[src/rtl/fir_multichannel_engine_pkg.sv]
// Shared types, width helpers, result reduction functions and Q-format
// constants for the multichannel FIR engine.
package fir_multichannel_engine_pkg;

    // Engine sequencing: accept a sample, run the taps, present the result.
    typedef enum logic [1:0] {
        IDLE = 2'd0,
        MAC  = 2'd1,
        OUT  = 2'd2
    } firState_e;

    // Q8.8 helpers: fractional bit count and the fixed-point value of 1.0.
    localparam int Q_FRAC_BITS = 8;
    localparam int Q_ONE       = 1 << Q_FRAC_BITS;

    // Accumulator width that can hold NUM_TAPS full-width products.
    function automatic int accWidth(input int dataWidth, input int numTaps);
        return 2 * dataWidth + $clog2(numTaps);
    endfunction

    // Channel index width; always at least one bit.
    function automatic int chWidth(input int numCh);
        return (numCh > 1) ? $clog2(numCh) : 1;
    endfunction

    // Clamp a wide signed value into the signed range of dataWidth bits.
    // The accumulator must fit in 64 bits for these helpers.
    function automatic logic signed [63:0] reduceSat(input logic signed [63:0] value,
                                                     input int dataWidth);
        logic signed [63:0] hi;
        logic signed [63:0] lo;
        hi = (64'sd1 <<< (dataWidth - 1)) - 64'sd1;
        lo = -hi - 64'sd1;
        if (value > hi) begin
            return hi;
        end
        if (value < lo) begin
            return lo;
        end
        return value;
    endfunction

    // Keep the low dataWidth bits (two's-complement wrap), sign-extended back.
    function automatic logic signed [63:0] reduceWrap(input logic signed [63:0] value,
                                                      input int dataWidth);
        logic signed [63:0] shiftedUp;
        shiftedUp = value <<< (64 - dataWidth);
        return shiftedUp >>> (64 - dataWidth);
    endfunction

endpackage

[src/rtl/fir_multichannel_engine_if.sv]
// Sample-in and result-out handshake bundle of the multichannel FIR engine.
// master = sensor front end / result consumer side, slave = the engine.
interface fir_multichannel_engine_if #(
    parameter int DATA_WIDTH = 16,
    parameter int NUM_CH     = 2
) ();
    localparam int CH_W = (NUM_CH > 1) ? $clog2(NUM_CH) : 1;

    logic                         inValid;
    logic                         inReady;
    logic [CH_W-1:0]              inChannel;
    logic signed [DATA_WIDTH-1:0] rawSensorVal;

    logic                         resultIsValid;
    logic                         resultReady;
    logic [CH_W-1:0]              resultChannel;
    logic signed [DATA_WIDTH-1:0] macResult;
    logic                         resultPrimed;

    modport master (
        output inValid, inChannel, rawSensorVal, resultReady,
        input  inReady, resultIsValid, resultChannel, macResult, resultPrimed
    );

    modport slave (
        input  inValid, inChannel, rawSensorVal, resultReady,
        output inReady, resultIsValid, resultChannel, macResult, resultPrimed
    );
endinterface

[src/rtl/fir_multichannel_engine_delay_line.sv]
// Per-channel delay line: shift-in of the newest sample at tap 0, a tap-index
// read mux for the shared MAC, and a saturating fill counter telling whether
// every tap has held a real sample since the last clear.
module fir_multichannel_engine_delay_line #(
    parameter int DATA_WIDTH = 16,
    parameter int NUM_TAPS   = 8
) (
    input  logic                          clk,
    input  logic                          rst,
    input  logic                          clr,
    input  logic                          shiftEn,
    input  logic signed [DATA_WIDTH-1:0]  sampleIn,
    input  logic [$clog2(NUM_TAPS)-1:0]   tapIdx,
    output logic signed [DATA_WIDTH-1:0]  tapOut,
    output logic                          primed
);
    localparam int FILL_W = $clog2(NUM_TAPS + 1);

    logic signed [DATA_WIDTH-1:0] lineReg [NUM_TAPS];
    logic [FILL_W-1:0]            fillReg;

    // Shift register: newest sample enters at tap 0, oldest falls off the end.
    always_ff @(posedge clk or posedge rst) begin
        if (rst) begin
            for (int k = 0; k < NUM_TAPS; k++) lineReg[k] <= '0;
        end else if (clr) begin
            for (int k = 0; k < NUM_TAPS; k++) lineReg[k] <= '0;
        end else if (shiftEn) begin
            lineReg[0] <= sampleIn;
            for (int k = 1; k < NUM_TAPS; k++) lineReg[k] <= lineReg[k-1];
        end
    end

    // Fill counter saturates at NUM_TAPS so it never wraps back to unprimed.
    always_ff @(posedge clk or posedge rst) begin
        if (rst) begin
            fillReg <= '0;
        end else if (clr) begin
            fillReg <= '0;
        end else if (shiftEn && (fillReg != FILL_W'(NUM_TAPS))) begin
            fillReg <= fillReg + 1'b1;
        end
    end

    assign primed = (fillReg == FILL_W'(NUM_TAPS));
    assign tapOut = lineReg[tapIdx];

endmodule

[src/rtl/fir_multichannel_engine.sv]
// Time-multiplexed multichannel FIR engine: one shared MAC walks the taps of
// the accepting channel's delay line against a shared coefficient bank.
// Optional macro FIR_SATURATE_EN: clamp the scaled result to the signed
// DATA_WIDTH range instead of wrapping to its low bits.
module fir_multichannel_engine
    import fir_multichannel_engine_pkg::*;
#(
    parameter int DATA_WIDTH = 16,
    parameter int FRAC_BITS  = Q_FRAC_BITS,
    parameter int NUM_TAPS   = 8,
    parameter int NUM_CH     = 2
) (
    input  logic                          clk,
    input  logic                          rst,
    input  logic                          clrC,
    input  logic                          accelerateEn,
    input  logic                          coeffWriteEn,
    input  logic [$clog2(NUM_TAPS)-1:0]   coeffAddress,
    input  logic signed [DATA_WIDTH-1:0]  coeffIn,
    output logic                          coeffErr,
    output logic                          busy,
    fir_multichannel_engine_if.slave      bus
);
    localparam int TAP_W  = $clog2(NUM_TAPS);
    localparam int CH_W   = chWidth(NUM_CH);
    localparam int PROD_W = 2 * DATA_WIDTH;
    localparam int ACC_W  = accWidth(DATA_WIDTH, NUM_TAPS);

    firState_e                    stateReg;
    logic [TAP_W-1:0]             tapCntReg;
    logic [CH_W-1:0]              activeChReg;
    logic signed [ACC_W-1:0]      accReg;
    logic signed [DATA_WIDTH-1:0] coeffBank [NUM_TAPS];
    logic                         resultValidReg;
    logic [CH_W-1:0]              resultChReg;
    logic signed [DATA_WIDTH-1:0] resultReg;
    logic                         resultPrimedReg;
    logic                         coeffErrReg;

    logic                         isIdle;
    logic                         acceptSample;
    logic                         channelInRange;
    logic                         lineClear;
    logic                         coeffWriteOk;
    logic signed [DATA_WIDTH-1:0] tapSample [NUM_CH];
    logic                         chPrimed  [NUM_CH];
    logic signed [DATA_WIDTH-1:0] curSample;
    logic signed [PROD_W-1:0]     product;
    logic signed [ACC_W-1:0]      accSum;
    logic signed [ACC_W-1:0]      accShift;
    logic signed [DATA_WIDTH-1:0] resultNext;

    assign isIdle         = (stateReg == IDLE);
    // clrC takes priority over a pending sample; nothing is offered during reset.
    assign bus.inReady    = isIdle & accelerateEn & ~clrC & ~rst;
    assign acceptSample   = bus.inValid & bus.inReady;
    // Out-of-range channels are consumed but leave no trace.
    assign channelInRange = (int'(bus.inChannel) < NUM_CH);
    assign lineClear      = isIdle & clrC;
    // Coefficients only change between samples so a running sum sees one set.
    assign coeffWriteOk   = isIdle & coeffWriteEn & (int'(coeffAddress) < NUM_TAPS);

    generate
        for (genvar gi = 0; gi < NUM_CH; gi++) begin : g_channel
            fir_multichannel_engine_delay_line #(
                .DATA_WIDTH (DATA_WIDTH),
                .NUM_TAPS   (NUM_TAPS)
            ) u_line (
                .clk      (clk),
                .rst      (rst),
                .clr      (lineClear),
                .shiftEn  (acceptSample & channelInRange & (bus.inChannel == CH_W'(gi))),
                .sampleIn (bus.rawSensorVal),
                .tapIdx   (tapCntReg),
                .tapOut   (tapSample[gi]),
                .primed   (chPrimed[gi])
            );
        end
    endgenerate

    assign curSample = tapSample[activeChReg];
    assign product   = PROD_W'(curSample) * PROD_W'(coeffBank[tapCntReg]);
    assign accSum    = accReg + ACC_W'(product);
    assign accShift  = accSum >>> FRAC_BITS;
`ifdef FIR_SATURATE_EN
    assign resultNext = DATA_WIDTH'(reduceSat(64'(accShift), DATA_WIDTH));
`else
    assign resultNext = DATA_WIDTH'(reduceWrap(64'(accShift), DATA_WIDTH));
`endif

    // Shared coefficient bank, written by the host while the engine is idle.
    always_ff @(posedge clk or posedge rst) begin
        if (rst) begin
            for (int k = 0; k < NUM_TAPS; k++) coeffBank[k] <= '0;
        end else if (coeffWriteOk) begin
            coeffBank[coeffAddress] <= coeffIn;
        end
    end

    // Engine FSM with MAC datapath and registered result/handshake outputs.
    always_ff @(posedge clk or posedge rst) begin
        if (rst) begin
            stateReg        <= IDLE;
            tapCntReg       <= '0;
            activeChReg     <= '0;
            accReg          <= '0;
            resultValidReg  <= 1'b0;
            resultChReg     <= '0;
            resultReg       <= '0;
            resultPrimedReg <= 1'b0;
            coeffErrReg     <= 1'b0;
        end else begin
            coeffErrReg <= coeffWriteEn & ~coeffWriteOk;
            case (stateReg)
                IDLE: begin
                    if (acceptSample && channelInRange) begin
                        activeChReg <= bus.inChannel;
                        accReg      <= '0;
                        tapCntReg   <= '0;
                        stateReg    <= MAC;
                    end
                end
                MAC: begin
                    accReg    <= accSum;
                    tapCntReg <= tapCntReg + 1'b1;
                    // Final tap: the sum including this product is the result.
                    if (tapCntReg == TAP_W'(NUM_TAPS - 1)) begin
                        resultReg       <= resultNext;
                        resultChReg     <= activeChReg;
                        resultPrimedReg <= chPrimed[activeChReg];
                        resultValidReg  <= 1'b1;
                        stateReg        <= OUT;
                    end
                end
                OUT: begin
                    if (bus.resultReady) begin
                        resultValidReg <= 1'b0;
                        stateReg       <= IDLE;
                    end
                end
                default: stateReg <= IDLE;
            endcase
        end
    end

    assign bus.resultIsValid = resultValidReg;
    assign bus.resultChannel = resultChReg;
    assign bus.macResult     = resultReg;
    assign bus.resultPrimed  = resultPrimedReg;
    assign coeffErr          = coeffErrReg;
    assign busy              = (stateReg != IDLE);

endmodule

[src/flat_wrapper.sv]
// flat-port wrapper written by rule: the top's interface ports become plain ports
module fir_multichannel_engine_flat import fir_multichannel_engine_pkg::*;
#(
    parameter int DATA_WIDTH = 16,
    parameter int FRAC_BITS  = Q_FRAC_BITS,
    parameter int NUM_TAPS   = 8,
    parameter int NUM_CH     = 2
)
  (clk, rst, clrC, accelerateEn, coeffWriteEn, coeffAddress, coeffIn, coeffErr, busy, bus_inValid, bus_inChannel, bus_rawSensorVal, bus_resultReady, bus_inReady, bus_resultIsValid, bus_resultChannel, bus_macResult, bus_resultPrimed);
  fir_multichannel_engine_if #(.DATA_WIDTH(DATA_WIDTH), .NUM_CH(NUM_CH)) bus_i ();
  input  logic clk;
  input  logic rst;
  input  logic clrC;
  input  logic accelerateEn;
  input  logic coeffWriteEn;
  input  logic [$clog2(NUM_TAPS)-1:0] coeffAddress;
  input  logic signed [DATA_WIDTH-1:0] coeffIn;
  output logic coeffErr;
  output logic busy;
  input wire logic [$bits(bus_i.inValid)-1:0] bus_inValid;
  input wire logic [$bits(bus_i.inChannel)-1:0] bus_inChannel;
  input wire logic [$bits(bus_i.rawSensorVal)-1:0] bus_rawSensorVal;
  input wire logic [$bits(bus_i.resultReady)-1:0] bus_resultReady;
  output wire logic [$bits(bus_i.inReady)-1:0] bus_inReady;
  output wire logic [$bits(bus_i.resultIsValid)-1:0] bus_resultIsValid;
  output wire logic [$bits(bus_i.resultChannel)-1:0] bus_resultChannel;
  output wire logic [$bits(bus_i.macResult)-1:0] bus_macResult;
  output wire logic [$bits(bus_i.resultPrimed)-1:0] bus_resultPrimed;
  assign bus_i.inValid = bus_inValid;
  assign bus_i.inChannel = bus_inChannel;
  assign bus_i.rawSensorVal = bus_rawSensorVal;
  assign bus_i.resultReady = bus_resultReady;
  assign bus_inReady = bus_i.inReady;
  assign bus_resultIsValid = bus_i.resultIsValid;
  assign bus_resultChannel = bus_i.resultChannel;
  assign bus_macResult = bus_i.macResult;
  assign bus_resultPrimed = bus_i.resultPrimed;
  fir_multichannel_engine #(.DATA_WIDTH(DATA_WIDTH), .FRAC_BITS(FRAC_BITS), .NUM_TAPS(NUM_TAPS), .NUM_CH(NUM_CH)) u_core (.clk(clk), .rst(rst), .clrC(clrC), .accelerateEn(accelerateEn), .coeffWriteEn(coeffWriteEn), .coeffAddress(coeffAddress), .coeffIn(coeffIn), .coeffErr(coeffErr), .busy(busy), .bus(bus_i));
endmodule
[config.mk]
export PLATFORM = sky130hd
export DESIGN_NAME = fir_multichannel_engine_flat
export DESIGN_NICKNAME = d
export VERILOG_FILES = /design/src/rtl/fir_multichannel_engine_pkg.sv /design/src/rtl/fir_multichannel_engine_if.sv /design/src/rtl/fir_multichannel_engine_delay_line.sv /design/src/rtl/fir_multichannel_engine.sv /design/src/flat_wrapper.sv
export SDC_FILE = /design/constraint.sdc
export NUM_CORES = 2
export LEC_CHECK = 0
export ABC_CLOCK_PERIOD_IN_PS = 8250
export CORE_ASPECT_RATIO = 0.5
export CORE_UTILIZATION = 56
export CTS_CLUSTER_SIZE = 25
export DETAILED_ROUTE_END_ITERATION = 7
export PLACE_DENSITY = 0.82
export RECOVER_POWER = 25
export SETUP_SLACK_MARGIN = 0.4
export SLEW_MARGIN = 20
export SYNTH_ARGS = -nofsm -noshare
export SYNTH_HDL_FRONTEND = slang
export SYNTH_HIERARCHICAL = 1
export SYNTH_SLANG_ARGS = --single-unit
[constraint.sdc]
create_clock -name clk -period 8.25 [get_ports clk]
set_input_delay 1.65 -clock clk [delete_from_list [all_inputs] [get_ports clk]]
set_output_delay 1.65 -clock clk [all_outputs]
set_load 0.02 [all_outputs]
Word level (Yosys, flattened, before mapping) --
Cells that the tools add are included.
Cells by class: $lt $le $gt $ge 4, $add $sub $neg 4, multiply operators 1, equal/unequal tests 10, bitwise logic cells 16, shift operators 0, muxes and demuxes 37, reduce and logical (&&, ||, !) cells 16, div/mod/pow operators 0
Operators by type and width (number):
- $mux W128 | 4
- $mux W16 | 10
- $bmux W16 S3 | 3
- $bwmux W128 | 1
- $pmux W35 S2 | 1
- $demux W16 S3 | 1
- $add A35 B32 Y35 | 1
- $mux W35 | 1
- $mul A16 B16 Y32 | 1
- $mux W4 | 4
- $reduce_bool A2 Y1 | 7
- $and A1 B1 Y1 | 9
- $add A4 B1 Y4 const B | 2
- $eq A4 B4 Y1 const B | 2
- $ge A4 B4 Y1 const B | 2
- $ne A4 B4 Y1 const B | 2
- $not A3 Y4 | 2
- $mux W2 | 3
- $pmux W2 S3 | 1
- $pmux W3 S2 | 1
- $reduce_and A2 Y1 | 3
- $reduce_and A3 Y1 | 2
- $mux W1 | 5
- $lt A4 B1 Y1 const B | 1
- other kinds (13) | 19
Word-level totals: word-level logic and storage cells 123, input port bits 43, register bits 453, memories kept 0, RAM bits 0, memory bits (read-only) 0, latch bits 0

Longest topological paths before layout --
depth after elaboration 10, gate-level depth with buffers 30

Modules after synthesis --
The synthesis kept the hierarchy.
Modules (own cells, without submodules):
- fir_multichannel_engine | times used 1, cells each 1551, area each 16442.0 sq um
- fir_multichannel_engine_delay_line at u_core.g_channel[0].u_line | times used 1, cells each 497, area each 6387.4 sq um
- fir_multichannel_engine_delay_line at u_core.g_channel[1].u_line | times used 1, cells each 497, area each 6359.8 sq um

Worst setup path after synthesis --
No wires, ideal clock.
path type flip-flop to flip-flop, start point register u_core.tapCntReg[1], end point register u_core.resultReg[15], in the netlist u_core/bus.macResult[15], slack 756 ps, clock period less this slack 7494 ps, library setup time 125 ps, path buffers 4, cell stages (with the launch flop) 30, data arrival time 7369 ps, path through dfrtp_1 > buf_2 > buf_6 > clkbuf_1 > mux4_2 > mux2i_1 > clkbuf_1 > nor2_1 > fa_1 > inv_1 > fa_1 > inv_1 > fa_1 > inv_1 > fa_1 > inv_1 > fa_1 > inv_1 > fa_1 > inv_1 > ha_1 > a21oi_1 > nor2b_1 > o21ai_0 > a21oi_1 > o31ai_1 > o311ai_0 > a221oi_1 > xnor2_1 > mux2_2
Between the ends: cells in the longest elaborated chain, start to end 9, elaborated cells on any way between the ends 17, those cells by class add/sub (1); mul (1); eq/ne (1); mux (12); bitwise (1); reduce/logical (1)
RTL lines:
- from (decl) | RTL line fir_multichannel_engine.sv:30 | logic [TAP_W-1:0] tapCntReg;
- from (signal assigned) | RTL line fir_multichannel_engine.sv:125 | tapCntReg <= tapCntReg + 1'b1;
- $not A3 Y4 (not written as such) | RTL line fir_multichannel_engine_delay_line.sv:46, fir_multichannel_engine.sv:82
- $bmux W16 S3 | RTL line fir_multichannel_engine_delay_line.sv:46 | assign tapOut = lineReg[tapIdx];
- $mux W16 (not written as such) (2 in series) | RTL line fir_multichannel_engine_delay_line.sv:46
- $mux W16 (not written as such) (3 in series) | RTL line fir_multichannel_engine.sv:81 | assign curSample = tapSample[activeChReg];
- $mul A16 B16 Y32 | RTL line fir_multichannel_engine.sv:82 | assign product = PROD_W'(curSample) * PROD_W'(coeffBank[tapCntReg]);
- $add A35 B32 Y35 | RTL line fir_multichannel_engine.sv:83 | assign accSum = accReg + ACC_W'(product);
- to (signal assigned) | RTL line fir_multichannel_engine.sv:128 | resultReg <= resultNext;
- to (decl) | RTL line fir_multichannel_engine.sv:36 | logic signed [DATA_WIDTH-1:0] resultReg;
Several ways; a longest one is shown, not always the timed one. The select of a mux whose other input is x is not followed. A chain may end at the register's enable or synchronous reset.

==> impl_metrics.tcl <==
set metrics [dict create \
    fin_skew_ns 0.0124 \
    ys_types 66 \
    finalHoldViolations 0 \
    die_w_microns 325 \
    drive_gt1_share_pct 16.1 \
    grt_antenna_before_repair 0 \
    dp_hpwl_mm 43.5 \
    max_stage_delay_ns 0.55 \
    powerDensity_nw_per_um2 291 \
    worst_slack_ns 0.785 \
    critPathBufInv 8 \
    grt_setup_unrepaired "no" \
    crit_top_cell "fa_1" \
    area_growth_pct 9.54 \
    synth_warnings 6 \
    period_share_pct 90.5 \
    end_kind "flop" \
    ant_nets 0 \
    synth_top_cell_by_area "dfrtp_1" \
    vias_per_cell 5.72 \
    violations "max-capacitance violations, max-slew violations" \
    crit_type "flop to flop" \
    post-route-drc-count 0 \
    port_buffers 64 \
    grt_pass1_wl_mm 102 \
    tritoncts "built" \
    grt_max_degree 205 \
    ys_ff_latch 442 \
    setup_violations 0 \
    clock-root-buffer "clkbuf_16" \
    stdcell_area_sq_um 32000 \
    nFillCells 3656 \
    htreeDepth 2 \
    clock_latency_ns 0.57 \
    via_count 18900 \
    die-area_sq_um 53100 \
    ir_drop_uv 290 \
    worst-endpoint-arrival_ns 7.91 \
    cts_buffers 41 \
    drt_iter0_markers 1753 \
    power_leakage_nw 14.6 \
    syn_inst 2545 \
    io_pins 65 \
    reg2reg_setup_slack_ns 0.79 \
    synth_ff_type "dfrtp_1" \
    fmax_mhz 134 \
    wire_per_inst_microns 19.4 \
    pre_cts_ws_ns 0.282 \
    slew_viol_final 238 \
    avgSynthCellArea_sq_um 11.5 \
    grt-ovfl-total 0 \
    diodes 0 \
    fin_crit_ns 7.46 \
    worst_pin_slew_ns 4.18 \
    wl_mm 63.9 \
    initial_core_util_pct 57.4 \
    synth_top_area_share_pct 37.9 \
    synth.area.top_cells "dfrtp_1 (38%), fa_1 (14%), mux2i_1 (10%)" \
    startpoint_type "flop" \
    finalPower_mw 9.30 \
    syn_nets 2884 \
    whs_ns 0.480 \
    synth_edf_count 0 \
    max_slew_margin_pct -180 \
    clk_pin_slew_worst_paths_ns 0.07 \
    firstDrtPassIters 7 \
    clockBufferDepth 3 \
    clock_sinks 442 \
    status "finished, violations left" \
    place_area_sq_um 30500 \
    row_count 58 \
    cap_violations 3 \
    core_sq_um 50900 \
    ctsHoldBuffers 0 \
    min_path_type "flop to flop" \
    crit_path_max_fanout 16 \
    setup_tns_ns 0 \
    synth_area_sq_um 29200 \
    crit_required_ns 8.69 \
    crit_family "adder cells" \
    crit_slowest_cell "mux4_1" \
    final_nets 2919 \
    gp_congestion 0.925 \
    async_flop_share_pct 100 \
    die_h_microns 163 \
    yosysSeqAreaShare_pct 37.9 \
    grt_pass1_vias 19600 \
    grt_usage_pct 24.2 \
]
## timing repair
item                                    in CTS  in global routing
setup buffers                                1                  4
endpoints found under the setup margin       2                 11
pin swaps                                    0                  0
resized for setup                            0                  8
## worst register-to-register path: cells and delay by family (launching register included)
kind                       cells  cell delay, ns
DFF                            1            0.50
muxes                          4            1.37
and+or+nand+nor                2            0.21
xor gates and xnor gates       1            0.13
adders and majority gates      7            3.21
AOI/OAI and AO/OA              6            1.08
buffers and inverters          8            0.83
## layer usage
layer | vias up | wire length (microns) | GRT usage (%)
met2 | 630 | 31400 | 40.9
met4 | 0 | 1750 | 7.23
met1 | 9661 | 26500 | 32.3
met3 | 135 | 4260 | 4.47
met5 | - | 0 | 0
li1 | 8436 | - | -
## where the power goes
part | switching, mW | total (mW) | leakage [nW] | internal, mW
Sequential | 0.290 | 2.90 | 5.87 | 2.61
Clock | 0.850 | 1.89 | 0.649 | 1.04
Combinational | 2.60 | 4.51 | 8.09 | 1.91
## kinds of logic (layout without fill, tap and decap cells)
kind of cell,after synthesis,after routing,share of synthesized area [%]
AND/OR/NAND/NOR,641,641,9.15
multiplexers,569,569,24.5
buffers and inverters,448,511,6.49
flip-flops,442,442,37.9
adder cells (fa/ha/maj),296,296,18.1
AO/OA/AOI/OAI,105,105,2.41
XOR/XNOR,44,44,1.47
## flip-flops by register name (all words and copies together) (netlist names)
signal / count
u_core/bus.resultChannel: 1
u_core/stateReg: 2
u_core/coeffBank: 128
u_core/accReg: 24
u_core/g_channel.u_line/lineReg: 256
u_core/bus.resultPrimed: 1
u_core/g_channel.u_line/fillReg: 8
u_core/bus.macResult: 16
u_core/tapCntReg: 3
u_core/activeChReg: 1
u_core/bus.resultIsValid: 1
u_core/coeffErr: 1
## through the flow
| step | instances | utilization (%) |
|---|---|---|
| CTS | 3294 | 62.7 |
| global placement | 3222 | 60.0 |
| global route | 3298 | 62.9 |
| detailed placement | 3222 | 60.0 |
| floorplan | 2545 | - |
| finish | 3298 | 62.9 |
## Yosys cell counts (9+ instances only)
cell        n
or2_2      24
nor2b_1     9
ha_1       87
nor2_1    405
buf_6      11
nand2_1   137
o22ai_1    15
inv_1     312
fa_1      209
o21ai_0    32
dfrtp_1   442
nand2b_1   17
clkbuf_1   78
mux2_2    184
nor3_1      9
mux2i_1   295
mux4_2     53
buf_2      37
xor2_1     14
mux4_1     34
xnor2_1    25
a21oi_1    19
## cells in the final DEF, fill, tap and decap left out, types with 53 or more instances in the layout
master / synthesis / final
mux2_2: 184 / 184
nor2_1: 405 / 405
nand2_1: 137 / 137
ha_1: 87 / 87
inv_1: 312 / 309
mux4_2: 53 / 53
mux2i_1: 295 / 293
clkdlybuf4s50_1: 0 / 62
fa_1: 209 / 209
dfrtp_1: 442 / 439
## path summary, 6_finish.rpt
path | startpoint | to | cells after the start
setup / recovery | u_core/tapCntReg[1] | u_core/bus.macResult[15] | 28
setup reg to reg | u_core/tapCntReg[1] | u_core/bus.macResult[15] | 28
max in group asynchronous | rst | u_core/tapCntReg[2] | 2
hold / removal | u_core/bus.resultPrimed | u_core/bus.resultPrimed | 2
min in group asynchronous | rst | u_core/g_channel[1].u_line/lineReg[64] | 2
hold reg to reg | u_core/bus.resultPrimed | u_core/bus.resultPrimed | 2
## area by class of cell
class,instances,area [sq um],area share [%]
Timing Repair Buffer,128,1270,3.97
Inverter,312,1170,3.67
Clock buffer,61,1230,3.85
Multi-Input combinational cell,1655,16300,50.9
Clock inverter,10,93.8,0.293
Tap cell,690,863,2.70
Sequential cell,442,11100,34.6
Power figures use the tool's default switching activity.
